**config.mk**
```make
export PLATFORM = sky130hd
export DESIGN_NAME = systolic_feeder_flat
export DESIGN_NICKNAME = d
export VERILOG_FILES = /design/src/rtl/systolic_feeder_if.sv /design/src/rtl/systolic_feeder.sv /design/src/flat_wrapper.sv
export SDC_FILE = /design/constraint.sdc
export NUM_CORES = 1
export LEC_CHECK = 0
export CAP_MARGIN = 20
export CELL_PAD_IN_SITES_DETAIL_PLACEMENT = 2
export CELL_PAD_IN_SITES_GLOBAL_PLACEMENT = 2
export CORE_MARGIN = 2
export CORE_UTILIZATION = 42
export DETAILED_ROUTE_END_ITERATION = 8
export GPL_ROUTABILITY_DRIVEN = 0
export GPL_TIMING_DRIVEN = 0
export HOLD_SLACK_MARGIN = 0.08
export PLACE_DENSITY = 0.84
export SYNTH_ARGS = -nofsm -noshare
export SYNTH_HDL_FRONTEND = slang
export SYNTH_SLANG_ARGS = --single-unit
```
**constraint.sdc**
```tcl
create_clock -name clk -period 16.55 [get_ports clk]
set_input_delay 1.655 -clock clk [delete_from_list [all_inputs] [get_ports clk]]
set_output_delay 1.655 -clock clk [all_outputs]
set_load 0.1 [all_outputs]
```
**src/rtl/systolic_feeder_if.sv**
```systemverilog
// Load channel of the systolic feeder: one A row and one B column per valid/ready beat.
interface systolic_feeder_if #(
  parameter int DATA_WIDTH = 8
);
  logic                    in_valid;
  logic                    in_ready;
  logic [3*DATA_WIDTH-1:0] in_a_row;
  logic [3*DATA_WIDTH-1:0] in_b_col;

  modport master (output in_valid, in_a_row, in_b_col, input in_ready);
  modport slave  (input in_valid, in_a_row, in_b_col, output in_ready);
endinterface

```
**src/rtl/systolic_feeder.sv**
```systemverilog
// Stages two 3x3 operand matrices and drives them as diagonal wavefronts onto the
// edge inputs of a 3x3 systolic array, with accumulator clear and done pulses.
module systolic_feeder #(
  parameter int DATA_WIDTH   = 8,
  parameter int DRAIN_CYCLES = 3
) (
  input  logic                  clk,
  input  logic                  rst,
  systolic_feeder_if.slave      ld,
  output logic [DATA_WIDTH-1:0] cell_a1,
  output logic [DATA_WIDTH-1:0] cell_a2,
  output logic [DATA_WIDTH-1:0] cell_a3,
  output logic [DATA_WIDTH-1:0] cell_b1,
  output logic [DATA_WIDTH-1:0] cell_b2,
  output logic [DATA_WIDTH-1:0] cell_b3,
  output logic                  array_clr,
  output logic                  busy,
  output logic                  done
);

  localparam logic [2:0] ST_LOAD  = 3'd0;
  localparam logic [2:0] ST_CLEAR = 3'd1;
  localparam logic [2:0] ST_FEED  = 3'd2;
  localparam logic [2:0] ST_DRAIN = 3'd3;
  localparam logic [2:0] ST_DONE  = 3'd4;

  localparam int CNT_MAX = (DRAIN_CYCLES > 5) ? DRAIN_CYCLES : 5;
  localparam int CW      = $clog2(CNT_MAX);

  logic [2:0]            state, state_nxt;
  logic [1:0]            load_cnt;
  logic [CW-1:0]         cnt, cnt_nxt;
  logic                  load_fire;

  // a_mem[i][e] = A[i][e]; b_mem[j][e] = B[e][j] (column j as loaded)
  logic [DATA_WIDTH-1:0] a_mem [3][3];
  logic [DATA_WIDTH-1:0] b_mem [3][3];
  logic [DATA_WIDTH-1:0] a_nxt [3];
  logic [DATA_WIDTH-1:0] b_nxt [3];
  logic [DATA_WIDTH-1:0] a_q   [3];
  logic [DATA_WIDTH-1:0] b_q   [3];

  assign load_fire = ld.in_valid && ld.in_ready;

  always_comb begin
    state_nxt = state;
    cnt_nxt   = cnt;
    case (state)
      ST_LOAD:  if (load_fire && load_cnt == 2'd2) state_nxt = ST_CLEAR;
      ST_CLEAR: begin
        state_nxt = ST_FEED;
        cnt_nxt   = '0;
      end
      ST_FEED: begin
        if (cnt == CW'(4)) begin
          state_nxt = ST_DRAIN;
          cnt_nxt   = '0;
        end else begin
          cnt_nxt = cnt + CW'(1);
        end
      end
      ST_DRAIN: begin
        if (cnt == CW'(DRAIN_CYCLES - 1)) begin
          state_nxt = ST_DONE;
          cnt_nxt   = '0;
        end else begin
          cnt_nxt = cnt + CW'(1);
        end
      end
      ST_DONE:  state_nxt = ST_LOAD;
      default:  state_nxt = ST_LOAD;
    endcase
  end

  // Outputs are registered from the next-state view, so beat k appears the
  // same cycle the FSM is in FEED with counter k.
  always_comb begin
    for (int unsigned i = 0; i < 3; i++) begin
      a_nxt[i] = '0;
      b_nxt[i] = '0;
    end
    if (state_nxt == ST_FEED) begin
      for (int unsigned i = 0; i < 3; i++) begin
        for (int unsigned e = 0; e < 3; e++) begin
          if (cnt_nxt == CW'(i + e)) begin
            a_nxt[i] = a_mem[i][e];
            b_nxt[i] = b_mem[i][e];
          end
        end
      end
    end
  end

  always_ff @(posedge clk or posedge rst) begin
    if (rst) begin
      state       <= ST_LOAD;
      load_cnt    <= '0;
      cnt         <= '0;
      ld.in_ready <= 1'b1;
      busy        <= 1'b0;
      array_clr   <= 1'b0;
      done        <= 1'b0;
      for (int unsigned i = 0; i < 3; i++) begin
        a_q[i] <= '0;
        b_q[i] <= '0;
        for (int unsigned e = 0; e < 3; e++) begin
          a_mem[i][e] <= '0;
          b_mem[i][e] <= '0;
        end
      end
    end else begin
      state       <= state_nxt;
      cnt         <= cnt_nxt;
      ld.in_ready <= (state_nxt == ST_LOAD);
      busy        <= (state_nxt != ST_LOAD);
      array_clr   <= (state_nxt == ST_CLEAR);
      done        <= (state_nxt == ST_DONE);
      for (int unsigned i = 0; i < 3; i++) begin
        a_q[i] <= a_nxt[i];
        b_q[i] <= b_nxt[i];
      end
      if (load_fire) begin
        load_cnt <= (load_cnt == 2'd2) ? 2'd0 : load_cnt + 2'd1;
        for (int unsigned e = 0; e < 3; e++) begin
          a_mem[load_cnt][e] <= ld.in_a_row[e*DATA_WIDTH +: DATA_WIDTH];
          b_mem[load_cnt][e] <= ld.in_b_col[e*DATA_WIDTH +: DATA_WIDTH];
        end
      end
    end
  end

  assign cell_a1 = a_q[0];
  assign cell_a2 = a_q[1];
  assign cell_a3 = a_q[2];
  assign cell_b1 = b_q[0];
  assign cell_b2 = b_q[1];
  assign cell_b3 = b_q[2];

endmodule

```
**src/flat_wrapper.sv**
```systemverilog
// flat-port wrapper written by rule: the top's interface ports become plain ports
module systolic_feeder_flat 
#(
  parameter int DATA_WIDTH   = 8,
  parameter int DRAIN_CYCLES = 3
)
  (clk, rst, cell_a1, cell_a2, cell_a3, cell_b1, cell_b2, cell_b3, array_clr, busy, done, ld_in_valid, ld_in_a_row, ld_in_b_col, ld_in_ready);
  systolic_feeder_if #(.DATA_WIDTH(DATA_WIDTH)) ld_i ();
  input  logic clk;
  input  logic rst;
  output logic [DATA_WIDTH-1:0] cell_a1;
  output logic [DATA_WIDTH-1:0] cell_a2;
  output logic [DATA_WIDTH-1:0] cell_a3;
  output logic [DATA_WIDTH-1:0] cell_b1;
  output logic [DATA_WIDTH-1:0] cell_b2;
  output logic [DATA_WIDTH-1:0] cell_b3;
  output logic array_clr;
  output logic busy;
  output logic done;
  input wire logic [$bits(ld_i.in_valid)-1:0] ld_in_valid;
  input wire logic [$bits(ld_i.in_a_row)-1:0] ld_in_a_row;
  input wire logic [$bits(ld_i.in_b_col)-1:0] ld_in_b_col;
  output wire logic [$bits(ld_i.in_ready)-1:0] ld_in_ready;
  assign ld_i.in_valid = ld_in_valid;
  assign ld_i.in_a_row = ld_in_a_row;
  assign ld_i.in_b_col = ld_in_b_col;
  assign ld_in_ready = ld_i.in_ready;
  systolic_feeder #(.DATA_WIDTH(DATA_WIDTH), .DRAIN_CYCLES(DRAIN_CYCLES)) u_core (.clk(clk), .rst(rst), .ld(ld_i), .cell_a1(cell_a1), .cell_a2(cell_a2), .cell_a3(cell_a3), .cell_b1(cell_b1), .cell_b2(cell_b2), .cell_b3(cell_b3), .array_clr(array_clr), .busy(busy), .done(done));
endmodule
```
==> metrics <==
Critical Path AT 4.32 ns; Final Cell Area 0.0108 mm2; Post-synth EDFFs 0; CTS resizes 0; Worst Hold Path Cells 1; Residual DRC 0; CTS root buf clkbuf_16; Synth Cell Area 0.00872 mm2; GRT Max-Usage Layer met2; Post-synth top flop dfrtp_1; Die X ~150 um; Core ar. between 0.02 and 0.025 mm2; Worst-path clk slew ~0.060 ns; Placed Area 0.0101 mm2; Max Buffers Root-to-Sink 3; GRT overflow 0; pre-CTS setup slack between 10 and 15 ns; Mapped Nets between 600 and 700; DRT antenna net count 0; worst r2r src u_core.cnt[0]$_DFF_PP0_; M2 GR Usage 0.502; R2R setup slack around 13 ns; PortBufs around 100; Min-Delay Path Class reg2reg; Worst Tran Pin Value 1.20 ns; FP Rows between 50 and 60; die area about 0.022 mm2; Cell variety after synth 50; fillers 1937; status complete, no violations; initial antenna violation count 0; worst setup path category in2reg; WP data required 16.92 ns; crit path launch type input pin; FF-to-FF path depth 9; DR pass1 iterations 4; io pins between 100 and 150; ant diodes 0; slew margin rel. 0.198; worst setup margin 12.60 ns; Synth Area per Inst approximately 14 um2; CTS HTree Levels 1; crit share post-route 0.239; fin. max-slew vios 0; CTS tree yes; Final setup viols 0; synth warn 0; RSZ-0062 raised after global routing no; Post-DP HPWL roughly 19 mm; first-pass GRT wire length 45.9 mm; fin crit period 3.95 ns; synthesized instance count about 630; FF+latch count, synth 204; nets 808; area grow syn2layout 24.3%; CP Launch Point ld_in_valid; GR Util met1 0.337; skew final between 0.01 and 0.015 ns; crit end category flop; Post-synth ARST share 1.00; HP Start u_core.a_mem[36]$_DFFE_PP0P_; Total Routing Usage GR 0.281; post-DR wirelength/cell 29.3 um; Seq/Total Area, Yosys 0.586; worst-path fanout max 10; largest net degree at the start of global routing 135; layout cell share with drive strength beyond 1 0.289; met3 usage 0.0436; clk_lat worst skew between 0.5 and 0.6 ns; via count approximately 6100; CTS buffer count 23; die height 148 um; Max Cap Violations 0; Sink Count around 200; vias in the first global route slightly above 7000; Max Freq between 200 and 300 MHz; Initial Util 0.429; Fin. Hold Viols 0; hold_buf cts 0; 1st-iter DRT viols 344; routed vias/inst 5.89; TNS Setup 0 ns; # Post-CTS Setup Buffers 0; final wirelength ~30 mm
[per-layer routing]
layer  routed length, um  vias to the layer above
met5                   0                        -
met4                1220                        0
met3                1550                       92
met2               15700                      235
met1               11800                     3220
li1                    -                     2546
[Yosys cell counts, types with 2 or more instances]
master | number | area share
dfrtp_1 | 203 | 0.58
mux2_2 | 144 | 0.19
and3_1 | 32 | 0.023
clkbuf_1 | 23 | 0.0099
a21oi_1 | 18 | 0.010
mux2i_1 | 18 | 0.021
nand3_1 | 18 | 0.010
o21ai_0 | 16 | 0.0092
o31a_1 | 16 | 0.016
o31ai_1 | 16 | 0.014
o41a_1 | 16 | 0.021
nand2_1 | 13 | 0.0056
buf_2 | 10 | 0.0057
nor2_1 | 8 | 0.0034
o2bb2ai_2 | 8 | 0.014
buf_6 | 7 | 0.0090
inv_1 | 7 | 0.0030
o2bb2ai_1 | 6 | 0.0060
buf_4 | 5 | 0.0043
ha_1 | 4 | 0.0057
nor2b_1 | 3 | 0.0022
nand2b_1 | 2 | 0.0014
nand3b_1 | 2 | 0.0017
o21ai_2 | 2 | 0.0020
o221ai_1 | 2 | 0.0020
o32ai_1 | 2 | 0.0020
[sequential cells by signal (all words and copies together) (netlist names), 3 cells and up]
| name | flops |
|---|---|
| u_core.cell_a1 | 8 |
| u_core.cell_b1 | 8 |
| u_core.cnt | 3 |
| u_core.state | 3 |
| u_core.cell_a3 | 8 |
| u_core.a_mem | 72 |
| u_core.b_mem | 72 |
| u_core.cell_a2 | 8 |
| u_core.cell_b3 | 8 |
| u_core.cell_b2 | 8 |
[kinds of logic (layout without fill, tap and decap cells)]
family,Yosys count,after routing,share of synthesized area
flip-flops,204,204,0.586
multiplexers,162,162,0.207
AO/OA/AOI/OAI,111,111,0.109
AND/OR/NAND/NOR,89,89,0.0591
buffers and inverters,55,195,0.0337
adder cells (fa/ha/maj),4,4,0.00574
[area by class of cell]
| type | instances | area [um2] | share of cell area |
|---|---|---|---|
| plain buffers | 47 | 262 | 0.0241 |
| repair buffers | 103 | 1050 | 0.0968 |
| multi-input cells | 366 | 3320 | 0.306 |
| flip-flops and latches | 204 | 5110 | 0.471 |
| well taps | 270 | 338 | 0.0312 |
| inverters | 8 | 40.0 | 0.00370 |
| clock buffers | 34 | 657 | 0.0606 |
| clock inverters | 3 | 65.1 | 0.00601 |
[worst max-delay path, cell delays in order]
cell	delay, ns
clkdlybuf4s50_1	0.44
nand2_1	0.16
nor2_1	0.07
nand2_1	0.13
clkbuf_1	0.71
buf_1	0.70
mux2_2	0.45
[metrics by stage]
| stage | hold WS (ns) | cells | util |
|---|---|---|---|
| 2_1_floorplan | 0.451 | 625 | - |
| 3_3_place_gp | 0.459 | 997 | 0.496 |
| 3_5_place_dp | 0.486 | 998 | 0.498 |
| 4_1_cts | 0.500 | 1035 | 0.534 |
| 5_1_grt | 0.517 | 1035 | 0.534 |
| 6_report | 0.502 | 1035 | 0.534 |
[worst paths after layout]
path	end
setup reg to reg	u_core.cell_b1[6]$_DFF_PP0_
max in group asynchronous	u_core.a_mem[69]$_DFFE_PP0P_
hold / removal	u_core.cell_a2[4]$_DFF_PP0_
min in group asynchronous	u_core.cell_b2[3]$_DFF_PP0_
setup / recovery	u_core.a_mem[24]$_DFFE_PP0P_
hold reg to reg	u_core.cell_a2[4]$_DFF_PP0_
[cells in the final DEF, fill, tap and decap left out, drive strengths merged, types with 4 or more instances in the layout]
cell	Yosys	layout
o2bb2ai	14	14
inv	8	8
o31a	16	16
dfrtp	203	203
ha	4	4
clkdlybuf4s50	0	102
o21ai	18	18
mux2i	18	18
and3	32	32
buf	23	24
nor2	9	9
o41a	16	16
a21oi	18	18
mux2	144	144
clkbuf	24	58
nand2	14	14
nand3	19	19
o31ai	16	16
Power is not shown: default switching activity piles up to over one toggle a cycle in this logic, so the estimate is an artifact.
